<file path="src/rtl/mem_access_unit.sv">
// Memory access stage: turns controller MemRead/MemWrite into variable-latency bus transactions, owns IR and MDR.
// Optional build macro MEM_ALIGN_CHK_EN rejects word-misaligned requests with a sticky bus error.
module mem_access_unit #(
  parameter int                ADDR_W  = 32,
  parameter int                DATA_W  = 32,
  parameter int                TIMEOUT = 16,
  parameter logic [DATA_W-1:0] IR_RST  = '0
) (
  input  logic              clk,
  input  logic              reset,
  input  logic              MemRead,
  input  logic              MemWrite,
  input  logic              IorD,
  input  logic              IRWrite,
  input  logic [ADDR_W-1:0] PC,
  input  logic [ADDR_W-1:0] ALUOut,
  input  logic [DATA_W-1:0] WriteData,
  output logic              mem_req,
  output logic              mem_we,
  output logic [ADDR_W-1:0] mem_addr,
  output logic [DATA_W-1:0] mem_wdata,
  input  logic [DATA_W-1:0] mem_rdata,
  input  logic              mem_ack,
  output logic [DATA_W-1:0] Instruction,
  output logic [DATA_W-1:0] MDR,
  output logic              mem_stall,
  output logic              bus_err
);

  typedef enum logic [1:0] {S_IDLE, S_WAIT, S_DONE} state_t;

  localparam int              CNT_W    = (TIMEOUT > 1) ? $clog2(TIMEOUT) : 1;
  localparam logic [CNT_W-1:0] CNT_LAST = CNT_W'((TIMEOUT > 0) ? TIMEOUT - 1 : 0);
  localparam bit              TO_EN    = (TIMEOUT != 0);

  state_t             r_state;
  logic [CNT_W-1:0]   r_cnt;
  logic               r_ir_ld;
  logic               r_mem_req;
  logic               r_mem_we;
  logic [ADDR_W-1:0]  r_mem_addr;
  logic [DATA_W-1:0]  r_mem_wdata;
  logic [DATA_W-1:0]  r_ir;
  logic [DATA_W-1:0]  r_mdr;
  logic               r_bus_err;

  logic               w_req;
  logic [ADDR_W-1:0]  w_addr;
  logic               w_misaligned;
  logic               w_timeout;

  assign w_req     = MemRead | MemWrite;
  assign w_addr    = IorD ? ALUOut : PC;
  assign w_timeout = TO_EN && (r_cnt == CNT_LAST);

`ifdef MEM_ALIGN_CHK_EN
  assign w_misaligned = (w_addr[1:0] != 2'b00);
`else
  assign w_misaligned = 1'b0;
`endif

  // Stall is raised combinationally in the cycle the request is first seen.
  assign mem_stall = (r_state == S_WAIT) || ((r_state == S_IDLE) && w_req);

  always_ff @(posedge clk or negedge reset) begin
    if (!reset) begin
      r_state     <= S_IDLE;
      r_cnt       <= '0;
      r_ir_ld     <= 1'b0;
      r_mem_req   <= 1'b0;
      r_mem_we    <= 1'b0;
      r_mem_addr  <= '0;
      r_mem_wdata <= '0;
      r_ir        <= IR_RST;
      r_mdr       <= '0;
      r_bus_err   <= 1'b0;
    end else begin
      case (r_state)
        S_IDLE: begin
          if (w_req) begin
            r_mem_we    <= MemWrite;
            r_mem_addr  <= w_addr;
            r_mem_wdata <= WriteData;
            r_ir_ld     <= IRWrite & ~MemWrite;
            r_cnt       <= '0;
            if (w_misaligned) begin
              r_bus_err <= 1'b1;
              r_state   <= S_DONE;
            end else begin
              r_mem_req <= 1'b1;
              r_state   <= S_WAIT;
            end
          end
        end
        S_WAIT: begin
          // An ack arriving on the timeout cycle takes priority over the abort.
          if (mem_ack) begin
            if (!r_mem_we) begin
              r_mdr <= mem_rdata;
              if (r_ir_ld) r_ir <= mem_rdata;
            end
            r_mem_req <= 1'b0;
            r_state   <= S_DONE;
          end else if (w_timeout) begin
            r_mem_req <= 1'b0;
            r_bus_err <= 1'b1;
            r_state   <= S_DONE;
          end else begin
            r_cnt <= r_cnt + 1'b1;
          end
        end
        S_DONE:  r_state <= S_IDLE;
        default: r_state <= S_IDLE;
      endcase
    end
  end

  assign mem_req     = r_mem_req;
  assign mem_we      = r_mem_we;
  assign mem_addr    = r_mem_addr;
  assign mem_wdata   = r_mem_wdata;
  assign Instruction = r_ir;
  assign MDR         = r_mdr;
  assign bus_err     = r_bus_err;

endmodule
</file>
<file path="config.mk">
export PLATFORM = sky130hd
export DESIGN_NAME = mem_access_unit
export DESIGN_NICKNAME = d
export VERILOG_FILES = /design/src/rtl/mem_access_unit.sv
export SDC_FILE = /design/constraint.sdc
export NUM_CORES = 1
export LEC_CHECK = 0
export BUFFER_PORTS_ARGS = -buffer_cell sky130_fd_sc_hd__buf_4
export CAP_MARGIN = 20
export CORE_MARGIN = 5
export CORE_UTILIZATION = 50
export DETAILED_ROUTE_END_ITERATION = 16
export GPL_ROUTABILITY_DRIVEN = 0
export PLACE_DENSITY_LB_ADDON = 0.25
export SYNTH_ARGS = -nofsm -noshare
export SYNTH_HDL_FRONTEND = slang
export SYNTH_SLANG_ARGS = --single-unit
</file>
<file path="constraint.sdc">
create_clock -name clk -period 3.15 [get_ports clk]
set_input_delay 0.315 -clock clk [delete_from_list [all_inputs] [get_ports clk]]
set_output_delay 0.315 -clock clk [all_outputs]
set_load 0.01 [all_outputs]
</file>
==> flow_summary.html, run 1 <==
<table>
<tr><th>Metric</th><th>Value</th></tr>
<tr><th colspan="2">Status</th></tr>
<tr><td>Outcome</td><td>finished, final reports clean</td></tr>
<tr><th colspan="2">Logic synthesis</th></tr>
<tr><td>Number of storage elements in the synthesis netlist</td><td>138</td></tr>
<tr><td>Mean cell area of the mapped netlist</td><td>around 16 sq um</td></tr>
<tr><td>Post-synthesis cell type count</td><td>32</td></tr>
<tr><td>Post-synth top flop</td><td>sky130_fd_sc_hd__dfrtp_1</td></tr>
<tr><td>Part of the Yosys area used for sequential elements</td><td>60.3%</td></tr>
<tr><td>Count of warnings emitted by yosys</td><td>0</td></tr>
<tr><td>Post-synthesis cell area</td><td>0.00573 sq mm</td></tr>
<tr><td>Net count of the mapped netlist</td><td>489</td></tr>
<tr><td>Cell count after synthesis</td><td>approximately 350</td></tr>
<tr><td>Number of enable-type register cells in the synthesized netlist</td><td>0</td></tr>
<tr><td>Async set-or-reset flop fraction in the synthesized netlist</td><td>100%</td></tr>
<tr><th colspan="2">Setup path</th></tr>
<tr><td>Category of the worst setup path launch point</td><td>flop</td></tr>
<tr><td>Critical Setup Path Class</td><td>reg2reg</td></tr>
<tr><td>Longest individual stage delay on the worst path</td><td>0.50 ns</td></tr>
<tr><td>Slowest CP cell</td><td>sky130_fd_sc_hd__dfrtp_1</td></tr>
<tr><td>Register-to-register setup slack</td><td>between 1 and 1.5 ns</td></tr>
<tr><td>Kind of end point of the critical path</td><td>flop</td></tr>
<tr><td>Critical-path maximum fanout</td><td>33</td></tr>
<tr><td>Reg-to-reg startpoint</td><td>r_state[1]</td></tr>
<tr><td>R2r endpoint</td><td>Instruction[1]</td></tr>
<tr><td>Depth of the worst register-to-register path</td><td>5</td></tr>
<tr><td>Required @ worst endpoint</td><td>about 3.4 ns</td></tr>
<tr><td>Worst Path Arrival</td><td>2.31 ns</td></tr>
<tr><td>Cell-by-cell trace of the critical path</td><td>and4bb_1 &gt; buf_4 &gt; nand2_2 &gt; buf_12 &gt; mux2_4</td></tr>
<tr><th colspan="2">CTS</th></tr>
<tr><td>Cts hold-fix bufs</td><td>0</td></tr>
<tr><td>CTS buffer count</td><td>17</td></tr>
<tr><td>Htree depth</td><td>4</td></tr>
<tr><td>Clk_lat worst skew</td><td>0.41 ns</td></tr>
<tr><td>Clock root buffer</td><td>sky130_fd_sc_hd__clkbuf_16</td></tr>
<tr><td>TritonCTS clock tree</td><td>built</td></tr>
<tr><td>Post-CTS repair timing setup buffer count</td><td>0</td></tr>
<tr><td>Post-CTS clock slew at the launch and capture registers of the worst setup and hold paths</td><td>0.06 ns</td></tr>
<tr><td>Resized cells post-CTS</td><td>0</td></tr>
<tr><td>Total clock sinks</td><td>138</td></tr>
<tr><td>Maximum clock insertion buffer count</td><td>2</td></tr>
<tr><th colspan="2">Routing</th></tr>
<tr><td>Iteration count of the initial detailed-routing pass</td><td>4</td></tr>
<tr><td>Routed WL per cell</td><td>18.4 um</td></tr>
<tr><td>Total DRC errors in the routed layout</td><td>0</td></tr>
<tr><td>Via count</td><td>roughly 3900</td></tr>
<tr><td>Routed wire length</td><td>about 14 mm</td></tr>
<tr><td>First DRT Iteration DRCs</td><td>112</td></tr>
<tr><td>Via-per-instance ratio</td><td>5.06</td></tr>
<tr><td>Remaining antenna violation count after routing</td><td>0</td></tr>
<tr><th colspan="2">Cells and area</th></tr>
<tr><td>Growth of design area from synthesis to finish</td><td>48.0%</td></tr>
<tr><td>Register area</td><td>0.00345 sq mm</td></tr>
<tr><td>Share of layout cells above drive strength 1</td><td>72.7%</td></tr>
<tr><td>Final Net Count</td><td>760</td></tr>
<tr><td>Filler Cell Count</td><td>741</td></tr>
<tr><td>Antenna diodes</td><td>0</td></tr>
<tr><td>Multi-input logic area</td><td>0.00215 sq mm</td></tr>
<tr><th colspan="2">STA</th></tr>
<tr><td>Setup TNS after final layout</td><td>0 ns</td></tr>
<tr><td>Maximum clock rate</td><td>0.495 GHz</td></tr>
<tr><td>Worst max-slew margin expressed relative to the limit</td><td>between 30% and 40%</td></tr>
<tr><td>Worst Tran Pin Value</td><td>0.953 ns</td></tr>
<tr><td>Number of endpoints with negative hold slack in the final report</td><td>0</td></tr>
<tr><td>Setup-violating endpoint count in the final report</td><td>0</td></tr>
<tr><td>Setup Skew</td><td>around 0.012 ns</td></tr>
<tr><td>Number of pins with negative max-slew slack in the final report</td><td>0</td></tr>
<tr><td>Shortest period the worst path allows</td><td>just over 2 ns</td></tr>
<tr><td>Fin crit share</td><td>64.2%</td></tr>
<tr><td>Unrepaired setup endpoints after global routing</td><td>no</td></tr>
<tr><th colspan="2">Pwr</th></tr>
<tr><td>Areal power density over the cells</td><td>1030 mW/mm^2</td></tr>
<tr><td>VDD IR max</td><td>568 uV</td></tr>
<tr><td>Total Power</td><td>8770 uW</td></tr>
<tr><td>Leakage power figure</td><td>0.00416 uW</td></tr>
<tr><th colspan="2">Global routing</th></tr>
<tr><td>Vias in the first global route</td><td>approximately 4300</td></tr>
<tr><td>Largest net degree at the start of global routing</td><td>77</td></tr>
<tr><td>Total global routing track utilization</td><td>20.8%</td></tr>
<tr><td>Global-route wire length before repair</td><td>approximately 22 mm</td></tr>
<tr><td>GRT Residual Overflow</td><td>0</td></tr>
<tr><td>Antenna violations before repair</td><td>0</td></tr>
<tr><th colspan="2">Hold path</th></tr>
<tr><td>Classification of the worst-slack hold path</td><td>in2async</td></tr>
<tr><th colspan="2">Floorplanning</th></tr>
<tr><td>Effective utilization at floorplan</td><td>50.6%</td></tr>
<tr><td>Die Y-Extent</td><td>117 um</td></tr>
<tr><td>Area inside the core boundary</td><td>0.0113 sq mm</td></tr>
<tr><td>Cell Rows</td><td>39</td></tr>
<tr><td>Die W</td><td>117 um</td></tr>
<tr><td>IO Pins</td><td>267</td></tr>
<tr><td>Area enclosed by the die boundary</td><td>approximately 0.014 sq mm</td></tr>
<tr><th colspan="2">Place</th></tr>
<tr><td>Post-DP HPWL</td><td>10.8 mm</td></tr>
<tr><td>Port buffer count</td><td>266</td></tr>
<tr><th colspan="2">Job</th></tr>
<tr><td>Number of max-cap violations</td><td>0</td></tr>
</table>
-- critical path: cells and delay by family (launching register included) --
kind | cells | cell delay (ns)
DFF | 1 | 0.50
buffers and inverters | 2 | 0.63
muxes | 1 | 0.32
and+or+nand+nor | 2 | 0.44
-- worst max-delay path by stage --
stage               startpoint             end  cells after the start
floorplan           r_state[1]   mem_wdata[10]                      5
global placement    r_state[1]  Instruction[3]                      5
detailed placement  r_state[1]  Instruction[1]                      5
CTS                 r_state[1]  Instruction[1]                      5
global route        r_state[1]  Instruction[1]                      5
finish              r_state[1]  Instruction[1]                      5
-- logic make-up (layout without fill, tap and decap cells) --
group / after synthesis / in the layout / synth area share, %
adders and majority gates: 1 / 1 / 0.218
and+or+nand+nor: 18 / 18 / 2.05
muxes: 161 / 161 / 33.6
DFF: 138 / 138 / 60.3
buffers and inverters: 22 / 306 / 2.34
AOI/OAI and AO/OA: 13 / 13 / 1.51
-- routing by layer --
metal  routed length (um)  global-route usage [%]  up-vias
li1                     -                       -     1801
met1                 4910                    23.0     1952
met2                 7610                    36.3      165
met3                 1380                    7.15       29
met4                  436                    9.56        0
met5                    0                       0        -
-- per-stage QoR --
stage	utilization, %	worst slack [ns]	instance area, sq um	cells	hold WS, ns
detailed placement	69.4	1.13	7850	748	0.462
floorplan	-	1.57	5730	353	0.0194
global placement	69.4	1.21	7850	748	0.448
global route	74.9	1.05	8480	780	0.119
finish	74.9	1.13	8480	780	0.0418
CTS	74.9	1.14	8480	780	0.0841
-- final cells by class --
type / instances / share of cell area [%]
Sequential cell: 138 / 40.7
Multi-Input combinational cell: 193 / 25.3
Timing Repair Buffer: 271 / 24.3
Clock buffer: 18 / 5.06
Clock inverter: 14 / 2.32
Tap cell: 143 / 2.11
Inverter: 3 / 0.133
-- Yosys cell counts (2+ instances only) --
cell | count | share of area [%]
sky130_fd_sc_hd__nor2b_1 | 2 | 0.22
sky130_fd_sc_hd__dfrtp_1 | 138 | 60
sky130_fd_sc_hd__nand3_1 | 3 | 0.26
sky130_fd_sc_hd__inv_1 | 3 | 0.20
sky130_fd_sc_hd__mux2_4 | 30 | 7.9
sky130_fd_sc_hd__buf_6 | 3 | 0.59
sky130_fd_sc_hd__buf_4 | 4 | 0.52
sky130_fd_sc_hd__mux2_2 | 128 | 25
sky130_fd_sc_hd__o21ai_0 | 4 | 0.35
sky130_fd_sc_hd__a21oi_1 | 2 | 0.17
sky130_fd_sc_hd__mux2_1 | 3 | 0.59
sky130_fd_sc_hd__buf_2 | 11 | 0.96
sky130_fd_sc_hd__nor2_1 | 3 | 0.20
-- state kept, by name, summed over array words and instances, names as in the netlist --
name,flops
r_ir_ld,1
mem_we,1
MDR,32
mem_wdata,32
r_state,2
bus_err,1
Instruction,32
r_cnt,4
mem_req,1
mem_addr,32
-- cell usage in the layout, fill, tap and decap left out, types with 3 or more instances in the layout --
| master | instances |
|---|---|
| sky130_fd_sc_hd__clkinv_4 | 4 |
| sky130_fd_sc_hd__dfrtp_1 | 138 |
| sky130_fd_sc_hd__clkbuf_16 | 17 |
| sky130_fd_sc_hd__nand3_1 | 3 |
| sky130_fd_sc_hd__inv_1 | 3 |
| sky130_fd_sc_hd__clkinvlp_4 | 3 |
| sky130_fd_sc_hd__mux2_4 | 30 |
| sky130_fd_sc_hd__mux2_1 | 3 |
| sky130_fd_sc_hd__mux2_2 | 128 |
| sky130_fd_sc_hd__buf_4 | 269 |
| sky130_fd_sc_hd__nor2_1 | 3 |
| sky130_fd_sc_hd__o21ai_0 | 4 |
| sky130_fd_sc_hd__bufinv_16 | 4 |
-- where the power goes --
| group | switching [uW] | internal, uW | total [uW] |
|---|---|---|---|
| combinational | 1400 | 2120 | 3520 |
| clock | 754 | 1330 | 2080 |
| sequential | 514 | 2650 | 3160 |
(Power assumes the default switching activity.)
==> run 2, diff against run 1 <==
- CORE_UTILIZATION: 50 -> 42
- clock period: 3.15 -> 1.7 ns (I/O delays scaled with it)
==> run 2 against run 1 <==
Net effect: sequential share of layout area shrank 3.3 points; combinational power is 92% higher; clock-buffer cell count is 1 higher; total power increased by 87%; register-to-register slack worse by 1.0 ns; wire length rose by 7.2%; sequential cell count unchanged; clock power grew 81%; maximum frequency rose by 25%; utilization decreased by 5.5 points; sequential power up 86%.
==> flow_summary.html, run 2 (synthesized netlist as in run 1, its figures left out) <==
<table>
<tr><th>Metric</th><th>Value</th></tr>
<tr><th colspan="2">Status</th></tr>
<tr><td>Outcome</td><td>finished, final reports clean</td></tr>
<tr><th colspan="2">STA</th></tr>
<tr><td>Setup TNS after final layout</td><td>0 ns</td></tr>
<tr><td>Unrepaired setup endpoints after global routing</td><td>no</td></tr>
<tr><td>Worst max-slew margin expressed relative to the limit</td><td>between 60% and 70%</td></tr>
<tr><td>Fin crit share</td><td>94.9%</td></tr>
<tr><td>Number of pins with negative max-slew slack in the final report</td><td>0</td></tr>
<tr><td>Setup Skew</td><td>0.0103 ns</td></tr>
<tr><td>Setup-violating endpoint count in the final report</td><td>0</td></tr>
<tr><td>Maximum clock rate</td><td>0.620 GHz</td></tr>
<tr><td>Post-route worst hold slack</td><td>between 0.02 and 0.03 ns</td></tr>
<tr><td>Number of endpoints with negative hold slack in the final report</td><td>0</td></tr>
<tr><td>Worst Tran Pin Value</td><td>0.451 ns</td></tr>
<tr><td>Shortest period the worst path allows</td><td>1.61 ns</td></tr>
<tr><th colspan="2">Global routing</th></tr>
<tr><td>Global-route wire length before repair</td><td>24.6 mm</td></tr>
<tr><td>Vias in the first global route</td><td>roughly 4700</td></tr>
<tr><td>Antenna violations before repair</td><td>0</td></tr>
<tr><td>Largest net degree at the start of global routing</td><td>between 50 and 60</td></tr>
<tr><td>Total global routing track utilization</td><td>approximately 19%</td></tr>
<tr><td>GRT Residual Overflow</td><td>0</td></tr>
<tr><th colspan="2">Routing</th></tr>
<tr><td>Via count</td><td>4190</td></tr>
<tr><td>Routed wire length</td><td>between 15 and 20 mm</td></tr>
<tr><td>First DRT Iteration DRCs</td><td>124</td></tr>
<tr><td>Remaining antenna violation count after routing</td><td>0</td></tr>
<tr><td>Via-per-instance ratio</td><td>~4.8</td></tr>
<tr><td>Routed WL per cell</td><td>17.5 um</td></tr>
<tr><td>Iteration count of the initial detailed-routing pass</td><td>4</td></tr>
<tr><td>Total DRC errors in the routed layout</td><td>0</td></tr>
<tr><th colspan="2">Pwr</th></tr>
<tr><td>NetSw</td><td>5000 uW</td></tr>
<tr><td>Cell Int Power</td><td>11400 uW</td></tr>
<tr><td>Leakage power figure</td><td>0.00445 uW</td></tr>
<tr><td>Share of total power in combinational logic</td><td>41.2%</td></tr>
<tr><td>VDD IR max</td><td>921 uV</td></tr>
<tr><td>Register share of total power</td><td>a little over a third</td></tr>
<tr><td>Clock network fraction of total power</td><td>a little under a quarter</td></tr>
<tr><td>Switch share</td><td>30.5%</td></tr>
<tr><td>Areal power density over the cells</td><td>1780 mW/mm^2</td></tr>
<tr><th colspan="2">Hold path</th></tr>
<tr><td>Hold Path Depth</td><td>2</td></tr>
<tr><td>Sink of the worst hold path</td><td>mem_we</td></tr>
<tr><td>Classification of the worst-slack hold path</td><td>in2reg</td></tr>
<tr><td>Start point of the worst min-delay path</td><td>MemWrite</td></tr>
<tr><th colspan="2">Setup path</th></tr>
<tr><td>Buffers &amp; Inverters on Critical Path</td><td>1</td></tr>
<tr><td>Slowest CP cell</td><td>sky130_fd_sc_hd__dfrtp_2</td></tr>
<tr><td>Kind of end point of the critical path</td><td>flop</td></tr>
<tr><td>Reg-to-reg startpoint</td><td>r_state[1]</td></tr>
<tr><td>Critical-path maximum fanout</td><td>32</td></tr>
<tr><td>Worst Path Arrival</td><td>1.90 ns</td></tr>
<tr><td>Required @ worst endpoint</td><td>about 2 ns</td></tr>
<tr><td>Cell-by-cell trace of the critical path</td><td>and4bb_1 &gt; nand2_2 &gt; buf_12 &gt; mux2_2</td></tr>
<tr><td>Critical Setup Path Class</td><td>reg2reg</td></tr>
<tr><td>R2r endpoint</td><td>Instruction[31]</td></tr>
<tr><td>Longest individual stage delay on the worst path</td><td>0.48 ns</td></tr>
<tr><td>Register-to-register setup slack</td><td>0.09 ns</td></tr>
<tr><td>Delay-heaviest family, CP</td><td>flip-flops</td></tr>
<tr><td>Depth of the worst register-to-register path</td><td>4</td></tr>
<tr><td>Category of the worst setup path launch point</td><td>flop</td></tr>
<tr><th colspan="2">CTS</th></tr>
<tr><td>Htree depth</td><td>4</td></tr>
<tr><td>TritonCTS clock tree</td><td>built</td></tr>
<tr><td>Maximum clock insertion buffer count</td><td>2</td></tr>
<tr><td>Clock root buffer</td><td>sky130_fd_sc_hd__clkbuf_16</td></tr>
<tr><td>Total clock sinks</td><td>approximately 140</td></tr>
<tr><td>Post-CTS clock slew at the launch and capture registers of the worst setup and hold paths</td><td>0.06 ns</td></tr>
<tr><td>Clk_lat worst skew</td><td>0.41 ns</td></tr>
<tr><td>CTS buffer count</td><td>17</td></tr>
<tr><td>Post-CTS repair timing setup buffer count</td><td>0</td></tr>
<tr><th colspan="2">Floorplanning</th></tr>
<tr><td>Area enclosed by the die boundary</td><td>0.0161 sq mm</td></tr>
<tr><td>Die W</td><td>127 um</td></tr>
<tr><td>IO Pins</td><td>approximately 270</td></tr>
<tr><td>Die Y-Extent</td><td>about 130 um</td></tr>
<tr><td>Area inside the core boundary</td><td>0.0133 sq mm</td></tr>
<tr><td>Cell Rows</td><td>42</td></tr>
<tr><td>Effective utilization at floorplan</td><td>~43%</td></tr>
<tr><th colspan="2">Cells and area</th></tr>
<tr><td>Most frequent cells in the layout</td><td>sky130_fd_sc_hd__buf_4, sky130_fd_sc_hd__dfrtp_1, sky130_fd_sc_hd__mux2_2, sky130_fd_sc_hd__dlygate4sd3_1, sky130_fd_sc_hd__mux2_4</td></tr>
<tr><td>Growth of design area from synthesis to finish</td><td>61.0%</td></tr>
<tr><td>Final Net Count</td><td>~830</td></tr>
<tr><td>Leading cell type in the layout, fill and taps excluded</td><td>sky130_fd_sc_hd__buf_4</td></tr>
<tr><td>Antenna diodes</td><td>0</td></tr>
<tr><td>Filler Cell Count</td><td>935</td></tr>
<tr><td>Final design instance area without fill</td><td>0.00923 sq mm</td></tr>
<tr><td>Multi-input logic area</td><td>about 0.0022 sq mm</td></tr>
<tr><td>Register area</td><td>0.00345 sq mm</td></tr>
<tr><td>Share of layout cells above drive strength 1</td><td>66.5%</td></tr>
<tr><th colspan="2">Place</th></tr>
<tr><td>Placed instance area</td><td>0.00795 sq mm</td></tr>
<tr><td>Port buffer count</td><td>266</td></tr>
<tr><td>Post-DP HPWL</td><td>10.8 mm</td></tr>
<tr><th colspan="2">Job</th></tr>
<tr><td>Number of max-cap violations</td><td>0</td></tr>
</table>
-- run 2: worst max-delay path by stage --
stage,start,to,depth (start not counted)
3_3_place_gp,r_state[1],Instruction[31],4
4_1_cts,r_state[1],Instruction[0],4
5_1_grt,r_state[1],mem_wdata[2],3
2_1_floorplan,r_state[1],mem_wdata[10],5
3_5_place_dp,r_state[1],Instruction[0],4
6_report,r_state[1],Instruction[31],4
-- run 2: power by group through the flow --
stage                     registers (uW)  logic, uW  clock network [uW]
after floorplan                     6480       2590                   0
after CTS                           5880       6850                3880
final                               5880       6770                3770
after global routing                6100       7230                4040
after global placement              5820       6560                   0
after detailed placement            5890       6720                   0
-- run 2: repair_timing --
item / 4_1_cts / 5_1_grt
endpoints found under the setup margin: 0 / 8
resized for setup: 0 / 2
hold buffers: 65 / 0
hold endpoints to repair: 135 / 0
-- run 2: cell type report --
class / count / share of cell area, %
clock buffer: 19 / 4.91
clock inverter: 13 / 1.79
tap: 176 / 2.39
multi-input combinational: 193 / 23.4
inverter: 3 / 0.122
sequential: 138 / 37.4
timing repair buffer: 338 / 30.0
-- run 2: metrics by stage --
step	power, uW	utilization [%]	setup slack [ns]	instances
after floorplan	9070	-	0.122	353
after global placement	12400	59.8	0.0835	783
after detailed placement	12600	59.8	0.0615	783
after CTS	16600	69.3	0.0412	880
after global routing	17400	69.4	0.0362	880
final	16400	69.4	0.0869	880
-- run 2: layer usage --
| metal | wire length (um) | track usage [%] |
|---|---|---|
| met1 | 5350 | 20.5 |
| met2 | 8510 | 35.1 |
| met3 | 1080 | 6.14 |
| met4 | 434 | 7.70 |
| met5 | 0 | 0 |
